==> src/rtl/dds_wave_gen.sv <==
// DDS waveform source: divided-tick phase accumulator, wave shaping and
// signed amplitude scaling into a registered PCM sample for the 1-bit DAC.
module dds_wave_gen #(
    parameter int PW  = 30,
    parameter int W   = 16,
    parameter int DIV = 1
) (
    input  logic          clk,
    input  logic          reset,
    input  logic          en,
    input  logic          load,
    input  logic [PW-1:0] fccw,
    input  logic [PW-1:0] pha,
    input  logic [W-1:0]  amp,
    input  logic [1:0]    wave,
    output logic [W-1:0]  pcm_out,
    output logic          pcm_valid,
    output logic          wrap
);

    localparam int CW = (DIV > 1) ? $clog2(DIV) : 1;
    localparam logic [CW-1:0] CNT_MAX = CW'(DIV - 1);
    localparam logic [W-1:0] POS_FS = {1'b0, {(W-1){1'b1}}};
    localparam logic [W-1:0] NEG_FS = {1'b1, {(W-2){1'b0}}, 1'b1};
    localparam logic [W-1:0] MIN_V  = {1'b1, {(W-1){1'b0}}};

    logic [CW-1:0] div_cnt;
    logic          tick;
    logic [PW-1:0] p_reg;
    logic [PW-1:0] stg_fccw, stg_pha, act_fccw, act_pha;
    logic [W-1:0]  stg_amp, act_amp;
    logic [1:0]    stg_wave, act_wave;
    logic [PW:0]   p_sum;
    logic [PW-1:0] s_phase;
    logic [W-1:0]  u;
    logic [W-2:0]  tri_t;
    logic [W-1:0]  raw;
    logic          s1_valid;
    logic [W-1:0]  s1_raw, s1_amp;
    logic signed [2*W-1:0] prod;
    logic [W-1:0]  scaled;

    assign tick    = en && (div_cnt == CNT_MAX);
    assign p_sum   = {1'b0, p_reg} + {1'b0, act_fccw};
    assign s_phase = p_reg + act_pha;
    assign u       = W'(s_phase >> (PW - W));
    assign tri_t   = u[W-1] ? ~u[W-2:0] : u[W-2:0];

    always_comb begin
        raw = '0;
        unique case (act_wave)
            2'b00:   raw = {~u[W-1], u[W-2:0]};
            2'b01:   raw = u[W-1] ? NEG_FS : POS_FS;
            2'b10:   raw = {~tri_t[W-2], tri_t[W-3:0], 1'b0};
            default: raw = POS_FS;
        endcase
    end

    // -1 * -1 is the only product that does not fit after the shift
    assign prod   = $signed(s1_raw) * $signed(s1_amp);
    assign scaled = (s1_raw == MIN_V && s1_amp == MIN_V) ? POS_FS
                  : W'(prod >>> (W - 1));

    always_ff @(posedge clk or posedge reset) begin
        if (reset) begin
            div_cnt <= '0;
            p_reg   <= '0;
            wrap    <= 1'b0;
        end else begin
            wrap <= 1'b0;
            if (en)
                div_cnt <= (div_cnt == CNT_MAX) ? '0 : div_cnt + CW'(1);
            if (tick) begin
                p_reg <= p_sum[PW-1:0];
                wrap  <= p_sum[PW];
            end
        end
    end

    // staging -> active only on ticks, so a load never lands mid-sample
    always_ff @(posedge clk or posedge reset) begin
        if (reset) begin
            stg_fccw <= '0;
            stg_pha  <= '0;
            stg_amp  <= '0;
            stg_wave <= '0;
            act_fccw <= '0;
            act_pha  <= '0;
            act_amp  <= '0;
            act_wave <= '0;
        end else begin
            if (load) begin
                stg_fccw <= fccw;
                stg_pha  <= pha;
                stg_amp  <= amp;
                stg_wave <= wave;
            end
            if (tick) begin
                act_fccw <= stg_fccw;
                act_pha  <= stg_pha;
                act_amp  <= stg_amp;
                act_wave <= stg_wave;
            end
        end
    end

    always_ff @(posedge clk or posedge reset) begin
        if (reset) begin
            s1_valid  <= 1'b0;
            s1_raw    <= '0;
            s1_amp    <= '0;
            pcm_valid <= 1'b0;
            pcm_out   <= '0;
        end else begin
            s1_valid  <= tick;
            pcm_valid <= s1_valid;
            if (tick) begin
                s1_raw <= raw;
                s1_amp <= act_amp;
            end
            if (s1_valid)
                pcm_out <= scaled;
        end
    end

endmodule

==> config.mk <==
export PLATFORM = sky130hd
export DESIGN_NAME = dds_wave_gen
export DESIGN_NICKNAME = d
export VERILOG_FILES = /design/src/rtl/dds_wave_gen.sv
export SDC_FILE = /design/constraint.sdc
export NUM_CORES = 1
export LEC_CHECK = 0
export CORE_UTILIZATION = 28
export DETAILED_ROUTE_END_ITERATION = 7
export PLACE_DENSITY_LB_ADDON = 0.2
export SLEW_MARGIN = 20
export SYNTH_ARGS = -nofsm -noshare
export SYNTH_HDL_FRONTEND = slang
export SYNTH_SLANG_ARGS = --single-unit
==> constraint.sdc <==
create_clock -name clk -period 10.5 [get_ports clk]
set_input_delay 2.625 -clock clk [delete_from_list [all_inputs] [get_ports clk]]
set_output_delay 2.625 -clock clk [all_outputs]
set_load 0.03 [all_outputs]
==> results.tsv <==
stage	metric	value	unit
min_path	min_from	act_amp[15]	
global_routing	antenna_found_initial	0	
cells_and_area	layout-drive-gt1-share	13.1	%
yosys	synth-seq-cells	237	
sta	finalSetupTns	0	ns
cells_and_area	multi_input_area	13200	um^2
yosys	netlist_area	20600	um^2
yosys	synth_commonest_cells	inv_1 (309), fa_1 (256), dfrtp_1 (237), mux2_2 (189), nand2_1 (155)	
critical_path	crit_path_end_kind	register	
outcome	outcome	finished, final reports clean	
yosys	seq_area_frac_synth	28.8	%
detailed_routing	route.vias.total	13394	
cts	cts_resized	0	
yosys	syn_inst	1922	
yosys	yosysUniqueCellTypes	67	
critical_path	crit_fanout	18	
die	ioPinCount	100	
detailed_routing	via_per_inst	4.52	
critical_path	crit_arrival	7.74	ns
critical_path	cp-start-kind	register	
cells_and_area	nFillCells	7410	
global_routing	grt_max_degree	136	
yosys	synth-edff-count	0	
yosys	yosys.area.top_type_share	28.8	%
die	initial_core_util	28.3	%
die	die_w	273	um
yosys	yosys_warnings	0	
critical_path	crit_type	register to register	
cells_and_area	areaGrowthSynthToFinish	14.9	%
global_routing	overflow	0	
critical_path	critPathLaunch	s1_raw[7]	
sta	fin_skew	0.0199	ns
cts	htreeDepth	1	
die	core	72800	um^2
placed_design	numPortBuffers	99	
die	die_area	74700	um^2
cts	cts_tree	yes	
yosys	syn_avg_cell_area	10.7	um^2
min_path	hold_path.class	register to register	
cts	postCtsHoldBufs	0	
cells_and_area	n_antenna_cell	0	
cts	numCtsBuffers	31	
yosys	syn_nets	2395	
detailed_routing	ant_nets	0	
cts	clk_pin_slew	0.06	ns
cells_and_area	num-nets-final	2454	
global_routing	grt_usage	13.6	%
die	die_h	273	um
detailed_routing	firstDrtPassIters	4	
detailed_routing	drc	0	
sta	hold_viol	0	
yosys	yosys.area.top_type	dfrtp_1	
sta	setup_viol	0	
yosys	synthFlopType	dfrtp_1	
sta	rsz0062_at_grt	no	
cts	root_buffer	clkbuf_16	
flow_run	maxCapViolations	0	
cts	clock-sinks	237	
yosys	synth.top_cells.by_area	dfrtp_1 (29%), fa_1 (25%), mux2_2 (10%)	
sta	min_period_over_period	69.2	%
cts	clk_path_buf_depth	3	
sta	fmax	0.138	GHz
cells_and_area	regArea	5930	um^2
detailed_routing	routedWlPerCell	16.4	um
placed_design	hpwl	37500	um
detailed_routing	wl	48500	um
sta	fin_crit	7.26	ns
detailed_routing	drt-initial-drc-count	513	
critical_path	cp.required	10.98	ns
global_routing	grt_pass1_vias	14651	
cts	cts_setup_buffers	0	
placed_design	gp_congestion	0.818	
sta	slew-limit-headroom	36.8	%
yosys	yosysMostFrequentCell	inv_1	
cts	clk_latency	0.60	ns
global_routing	grt_pass1_wl	81000	um
yosys	async_flop_share	100	%
sta	tightest_slew	0.947	ns
critical_path	r2r-start	s1_raw[7]	
sta	drv_slew	0	
die	rows	99	
==> cells in the final DEF (no fill, tap or decap), drive strengths merged, types with 16 or more instances in the layout <==
master,instances
inv,312
fa,256
dfrtp,237
mux2,189
nand2,155
ha,135
and2,119
clkdlybuf4s50,97
nor2,69
xnor2,48
a21oi,44
o21ai,42
clkbuf,41
nand3,23
a21o,18
nor3,16
xor2,16
==> critical path, stage by stage, from the launching register on <==
cell and delay [ns]:
dfrtp_1 0.73, nand2_1 0.17, fa_1 0.56, inv_1 0.05, fa_1 0.50, inv_1 0.06, fa_1 0.52, inv_1 0.06
fa_1 0.45, fa_1 0.49, inv_1 0.05, fa_1 0.47, inv_1 0.04, ha_1 0.20, or4_1 0.56, a221o_1 0.31
a211oi_2 0.30, or4_1 0.24, a31o_4 0.22, o211ai_4 0.12, o41ai_4 0.34, o21ai_2 0.13, or4_1 0.41, o221a_2 0.14
==> kinds of logic after synthesis <==
group | count (synthesis) | synth area share, %
buffers and inverters | 390 | 7.11
AOI/OAI and AO/OA | 213 | 7.37
xor gates and xnor gates | 66 | 2.94
and+or+nand+nor | 434 | 10.3
muxes | 191 | 10.4
DFF | 237 | 28.8
adders and majority gates | 391 | 33.1
==> layer usage <==
metal  GRT usage (%)  share of wire [%]
met1            18.4                 46
met2            22.8                 48
met3            2.01                3.6
met4            2.78                2.0
met5               0                  0
==> per-stage QoR <==
| stage | hold WS [ns] | worst slack, ns | util [%] | instance area (um^2) | instances |
|---|---|---|---|---|---|
| 2_1_floorplan | 0.352 | 1.37 | - | 20600 | 1922 |
| 3_3_place_gp | 0.472 | 3.33 | 31.0 | 22500 | 2906 |
| 3_5_place_dp | 0.476 | 3.21 | 31.0 | 22500 | 2906 |
| 4_1_cts | 0.473 | 3.19 | 32.4 | 23600 | 2964 |
| 5_1_grt | 0.520 | 2.92 | 32.5 | 23700 | 2965 |
| 6_report | 0.490 | 3.24 | 32.5 | 23700 | 2965 |
==> cell type report <==
cell class              instances  share of cell area (%)
inverters                     310                    4.95
well taps                     959                    5.07
multi-input cells            1295                    55.8
repair buffers                106                    4.50
flip-flops and latches        237                    25.1
clock buffers                  41                    3.56
clock inverters                17                    1.05
==> worst paths after layout <==
| kind | to | slack, ns | cells past startpoint |
|---|---|---|---|
| worst max-delay path | pcm_out[14] | 3.24 | 23 |
| worst min-delay path | s1_amp[15] | 0.49 | 2 |
| worst max register to register | pcm_out[14] | 3.24 | 23 |
| worst min register to register | s1_amp[15] | 0.49 | 2 |
| max in group asynchronous | stg_pha[25] | 6.42 | 3 |
| min in group asynchronous | stg_pha[1] | 2.64 | 2 |
Power is not shown: default switching activity piles up to over one toggle a cycle in this logic, so the estimate is an artifact.
